===== src/rtl/ifetch.sv =====
// Instruction-fetch stage: holds the PC, fetches over a req/ack handshake,
// and computes the next PC from the decoder's next-PC code on commit.
module ifetch #(
    parameter logic [31:0] RESET_PC = 32'h0000_3000
) (
    input  logic        clk,
    input  logic        rst,
    output logic        imem_req,
    output logic [31:0] imem_addr,
    input  logic        imem_ack,
    input  logic [31:0] imem_rdata,
    output logic        instr_valid,
    output logic [31:0] instr,
    output logic [31:0] pc,
    output logic [31:0] pc_plus4,
    input  logic        commit,
    input  logic [1:0]  npc_op,
    input  logic [31:0] rs_data,
    output logic        fault,
    output logic [31:0] retired
);

    typedef enum logic [1:0] {
        S_RST   = 2'd0,
        S_REQ   = 2'd1,
        S_HOLD  = 2'd2,
        S_FAULT = 2'd3
    } state_t;

    state_t      state;
    state_t      state_nx;
    logic [31:0] npc;
    logic [31:0] br_offset;

    assign pc_plus4  = pc + 32'd4;
    assign imem_addr = pc;
    assign br_offset = {{14{instr[15]}}, instr[15:0], 2'b00};

    always_comb begin
        npc = pc_plus4;
        case (npc_op)
            2'b00: npc = pc_plus4;
            2'b01: npc = pc_plus4 + br_offset;
            2'b10: npc = {pc_plus4[31:28], instr[25:0], 2'b00};
            2'b11: npc = rs_data;
            default: npc = pc_plus4;
        endcase
    end

    always_ff @(posedge clk) begin
        if (rst) begin
            state   <= S_RST;
            pc      <= RESET_PC;
            instr   <= 32'd0;
            retired <= 32'd0;
        end else begin
            state <= state_nx;
            if (state == S_REQ && imem_ack)
                instr <= imem_rdata;
            // A faulting commit still counts as retired; pc stays on the faulting instr.
            if (state == S_HOLD && commit) begin
                retired <= retired + 32'd1;
                if (npc[1:0] == 2'b00)
                    pc <= npc;
            end
        end
    end

    always_comb begin
        state_nx    = state;
        imem_req    = 1'b0;
        instr_valid = 1'b0;
        fault       = 1'b0;
        case (state)
            S_RST: begin
                state_nx = S_REQ;
            end
            S_REQ: begin
                imem_req = 1'b1;
                if (imem_ack)
                    state_nx = S_HOLD;
            end
            S_HOLD: begin
                instr_valid = 1'b1;
                if (commit)
                    state_nx = (npc[1:0] == 2'b00) ? S_REQ : S_FAULT;
            end
            S_FAULT: begin
                fault = 1'b1;
            end
            default: state_nx = S_RST;
        endcase
    end

endmodule


===== config.mk =====
export PLATFORM = sky130hd
export DESIGN_NAME = ifetch
export DESIGN_NICKNAME = d
export VERILOG_FILES = /design/src/rtl/ifetch.sv
export SDC_FILE = /design/constraint.sdc
export NUM_CORES = 1
export LEC_CHECK = 0
export ABC_AREA = 1
export BUFFER_PORTS_ARGS = -buffer_cell sky130_fd_sc_hd__buf_2
export CAP_MARGIN = 5
export CORE_ASPECT_RATIO = 1.2
export CORE_UTILIZATION = 40
export CTS_BUF_LIST = sky130_fd_sc_hd__clkbuf_2 sky130_fd_sc_hd__clkbuf_4 sky130_fd_sc_hd__clkbuf_8
export CTS_CLUSTER_DIAMETER = 200
export DETAILED_ROUTE_END_ITERATION = 8
export GPL_TIMING_DRIVEN = 1
export SYNTH_ARGS = -nofsm -noshare
export SYNTH_HDL_FRONTEND = slang
export SYNTH_SLANG_ARGS = --single-unit
export TNS_END_PERCENT = 30

===== constraint.sdc =====
create_clock -name clk -period 3.4 [get_ports clk]
set_input_delay 0.34 -clock clk [delete_from_list [all_inputs] [get_ports clk]]
set_output_delay 0.34 -clock clk [all_outputs]
set_load 0.005 [all_outputs]

# Word level (Yosys, flattened, before mapping)
# Index checks and enable logic that the tools add are counted.
# classes
addsub	3
eq_ne	8
muxes	8
reduce_logical	8
# ops
op	count
$pmux W32 S4	1
$add A32 B1 Y32 const B	1
$add A32 B3 Y32 const B	1
$add A32 B32 Y32	1
$eq A2 B2 Y1 const B	4
$logic_not A2 Y1	3
$mux W2	3
$pmux W2 S3	1
$eq A2 B1 Y1 const B	2
$ne A2 B2 Y1 const B	2
$mux W1	3
$reduce_and A3 Y1	1
$reduce_bool A3 Y1	1
$logic_and A1 B1 Y1	2
$reduce_and A2 Y1	1
# totals
ff_bits	98
out_inout_bits	163
word_cells	31

# Longest topological paths before layout
# logic_depth
depth_word	7
mapped_depth	23
ltp_nobuf	23

# Worst setup path before layout
# No wires, ideal clock.
# synth_timing
path_type	flip-flop to flip-flop
from	reg pc[2] (netlist: imem_addr[2])
to	reg pc[22] (netlist: imem_addr[22])
setup_time_ns	0.132
t_arrival_ns	2.783
required_ns	3.268
slack_ns	0.485
stages_incl_launch_ff	22
n_path_buf	0
period_less_slack_ns	2.915
cell_sequence	dfxtp_1 ha_1 nand2_1 inv_1 nand2_1 nor2_4 nand3_1 nor2_1 nand3_1 xor2_1 inv_1 ha_1 nand2_1 nor2_1 nor3b_1 nand3_1 nand3_1 nand2_1 nand3_1 nand2_1 nand2_1 a21oi_1
# synth_between
elab_chain_len	3
# synth_lines
element	line_no	rtl
start: declaration	14	output logic [31:0] pc,
start signal: assignment	64	pc <= npc;
$add A32 B3 Y32	35	assign pc_plus4 = pc + 32'd4;
via pc_plus4[20]	15	output logic [31:0] pc_plus4,
$add A32 B32 Y32	43	2'b01: npc = pc_plus4 + br_offset;
$pmux W32 S4	41	case (npc_op)
# The timed path passes the listed nets, and every way through them passes these cells.
# A chain may end at the register's enable or synchronous reset.

# Worst setup path in the final report
# layout_timing
from	reg pc[2] (netlist: imem_addr[2])
to	reg pc[13] (netlist: imem_addr[13])
# layout_between
elab_chain_len	3
# layout_lines
element	line_no
$add A32 B3 Y32 (*)	35
$add A32 B32 Y32	43
$pmux W32 S4 (*)	41
# Mark *: on every way between the ends. The rest lies on a longest branch, timed or not.

==> results.txt <==
The path with the worst hold slack has its endpoint at instr[4]. The logs give 55 for the maximum number of pins on one net before global-route repair and 0.0191 mm^2 for the placeable core region. The worst hold path begins at imem_rdata[4]. Summed over all instances, the cell type with the most area after synthesis is dfxtp_1.

Power spread over the standard cell area amounts to 288 mW/mm^2. The worst setup path is of the reg -> reg kind. The run gives 2,055 as the total of fill cells in the finished design. In this run the remaining antenna-violating nets after routing total 0. Number of cells produced by synthesis: 1,287. The tools report the number of search-and-repair iterations in the first detailed-routing pass as 5.

The completed layout was analyzed and its total power is 2.87 mW. Die extent in y: 156 um. The die outline width is 130 um, and the number of port buffers is 232. In this run the worst hold path is classified as in -> reg.

Post-synthesis area per instance: 6.11 um^2. The number of nets in the synthesized netlist is 1,399. The detailed router finished its first iteration with 559 violations. The initial utilization of the core area, before any placement, comes to 41.2%. For this run, the total global-route usage over all layers was measured as 31.8%. For this run, design rule violations remaining after detail routing come to 0. After legalization and detailed placement, the total HPWL measured 26.0 mm. The share of synthesized area in the top cell type comes to 25.0%. For this run, the leading register cell type out of synthesis is dfxtp_1. The peak clock frequency supported by timing came out at 314 MHz. In the final layout, the multi-input gates occupy 0.00513 mm^2. The tools report the reg-to-reg critical path startpoint as imem_addr[2].

The final standard cell area without fillers was 0.00994 mm^2. The number of antenna violations at the first check in global routing is 2, and the latest clock arrival within the worst-skew pair is 400 ps. The run gives 0 as the number of max-slew violations in the final report.

The sequential-to-total area share from yosys stat was 25.0%. Along the worst hold path, the cell count comes to 3. The number of CTS-inserted buffers came out at 9.

The cell with the most instances after synthesis is nand2_1. The net count reported at finish came out at 1,648. In this run the tightest slew margin relative to its limit is 36.9%. The highest net fanout along the worst path was 5. The share of layout cells above drive strength 1 is 26.3%, and the static leakage power is 5.01 nW.

STA classifies the critical path endpoint as a register. Measured in cells, the most critical reg-to-reg path has a length of 18. After synthesis, the most frequently instantiated cells are nand2_1 (333), nor2_1 (166), inv_1 (150). After detailed routing, the number of vias per cell comes to 5.24. Total number of yosys warnings: 0. For this run the aggregate overflow at the end of global routing stands at 0.

At the pin with the least slew margin, the transition time is 946 ps. The run finished with clean final reports. The cell at the root of the clock tree is clkbuf_8.

The worst vdd rail ir drop is 0.281 mV, and the signed area change from the synthesized netlist to the final layout is 26.5%. The worst register-to-register path has a setup slack of 210 ps. The logs give 0 for the final-report hold violation count and 3460 ps for the critical path arrival.

The clock net in this run drives a total of 98 sinks. After synthesis the netlist holds a flip-flop and latch count of 98. Pin placement for this block handled 233 I/O pins. The first global-routing pass estimated 48.2 mm of wire. The clock transition at the register clock pins on the worst setup and hold paths after CTS was 120 ps.

TritonCTS built the clock tree. Area enclosed by the die boundary: 0.0202 mm^2. After synthesis, the share of flip-flops with an asynchronous set or reset is 0%.

In the final routed layout, each cell accounts on average for 17.8 um. The placed instances occupy a cell area of 0.00951 mm^2. The tools report the count of hold-fix buffers inserted at cts as 0. Setup violations remaining at the end of the flow were counted as 0. Critical path launch point type: a register. The run gives 2 as the maximum count of clock buffers along a single path. For the worst setup path, the data required time is 3670 ps. The register area was 0.00197 mm^2. The run gives 55 as the placement row count. The capture point of the worst reg-to-reg path is imem_addr[13]. The deepest level of the CTS H-tree was 3. On the final layout, the worst clock skew is 25.8 ps. By area the synthesized netlist is led by dfxtp_1 (25%), nand2_1 (16%), nor2_1 (7.9%). The synthesized design contains 0 enable-type register cells. The tool flagged a number of max-cap violations equal to 0. The count of distinct cell types in the synthesized netlist was 48; the total negative slack for setup checks was 0 ps. The last weighted congestion value of the routability-driven placer is 0.920.

The via count of the first global-routing pass is 8,675, and the post-route minimum period is 3190 ps. In the finished design, the share of the clock period the worst path needs comes to 93.8%. Detailed routing inserted a total of 9,420 vias.

After synthesis the cells add up to 0.00786 mm^2. For this block, the routed nets add up to 32.1 mm of wire.
[state kept, by name, indices dropped and copies added (netlist names)]
signal,flops
state,2
imem_addr,32
instr,32
retired,32
[how the worst max path moves through the flow]
stage	start	slack (ps)	endpoint
6_report	imem_addr[2]	210	imem_addr[13]
3_3_place_gp	imem_addr[2]	-170	imem_addr[27]
2_1_floorplan	imem_addr[2]	490	imem_addr[22]
5_1_grt	imem_addr[2]	-20	imem_addr[23]
4_1_cts	imem_addr[2]	6	imem_addr[22]
3_5_place_dp	imem_addr[2]	-50	imem_addr[27]
[layer usage]
layer / up-vias / GRT usage (%) / wire length, um
li1: 4667 / - / -
met1: 4302 / 38.1 / 13100
met2: 374 / 54.0 / 15200
met3: 77 / 4.70 / 1890
met4: 0 / 18.1 / 1890
met5: - / 0 / 0
[timing repair]
item,CTS,global route
buffers inserted,0,0
gates resized for setup,1,59
pin swaps,0,3
setup endpoints to repair,3,20
[layout make-up]
type                            instances  area share (%)
Inverter                              157            5.98
Clock inverter                          7           0.931
Multi-Input combinational cell        965            51.6
Clock buffer                            9            1.25
Timing Repair Buffer                  305            17.2
Antenna cell                            2          0.0503
Sequential cell                        98            19.8
Tap cell                              256            3.22
[cells in the final DEF, fill, tap and decap left out, drive strengths merged]
| master | n |
|---|---|
| fa | 1 |
| a21o | 4 |
| a211oi | 1 |
| nand4 | 27 |
| o21bai | 6 |
| inv | 159 |
| o22ai | 1 |
| o211ai | 5 |
| clkbuf | 9 |
| nand3b | 6 |
| mux2i | 1 |
| o21ai | 80 |
| or3 | 1 |
| o31ai | 1 |
| a21oi | 105 |
| and2 | 2 |
| a221oi | 8 |
| o21a | 4 |
| a31oi | 1 |
| nand2 | 337 |
| nor3b | 4 |
| ha | 41 |
| o221ai | 1 |
| nand3 | 76 |
| nor4 | 4 |
| dfxtp | 98 |
| clkinv | 4 |
| bufinv | 1 |
| xnor2 | 8 |
| nor2 | 176 |
| nor3 | 30 |
| buf | 305 |
| a22o | 2 |
| diode | 2 |
| or2 | 6 |
| xor2 | 25 |
| a41oi | 1 |
[metrics by stage]
step                setup slack, ps  hold slack (ps)  util (%)  std cells
global placement               -173              462      49.9       1781
detailed placement            -53.4              473      49.9       1781
finish                          210              194      52.2       1799
CTS                            5.77              183      51.0       1797
floorplan                       485              455         -       1287
global route                  -24.0              210      52.2       1798
[where the power goes]
group	internal (mW)	switching [mW]	total [mW]	leakage, nW
registers	1.21	0.0710	1.28	0.796
clock network	0.360	0.501	0.861	0.109
logic	0.279	0.451	0.731	4.11
[logic make-up after synthesis]
group	after synthesis	synth area share [%]
adders and majority gates	42	6.78
xor gates and xnor gates	33	3.68
DFF	98	25.0
AOI/OAI and AO/OA	220	15.3
and+or+nand+nor	669	36.7
buffers and inverters	224	12.5
muxes	1	0.127
[critical path, cell delays in order, from the launching register on]
cell and delay (ps):
dfxtp_2 380, ha_2 210, nand2_1 90, inv_1 100, nand2_1 100, nor2_4 150
nand2_1 80, xnor2_1 130, buf_4 160, ha_1 350, nand2_1 110, o21bai_1 300
inv_1 70, nand2_1 140, a21oi_1 70, o21ai_0 90, nand3_1 220, a21oi_2 230
o21ai_0 90
(Power assumes the default switching activity.)
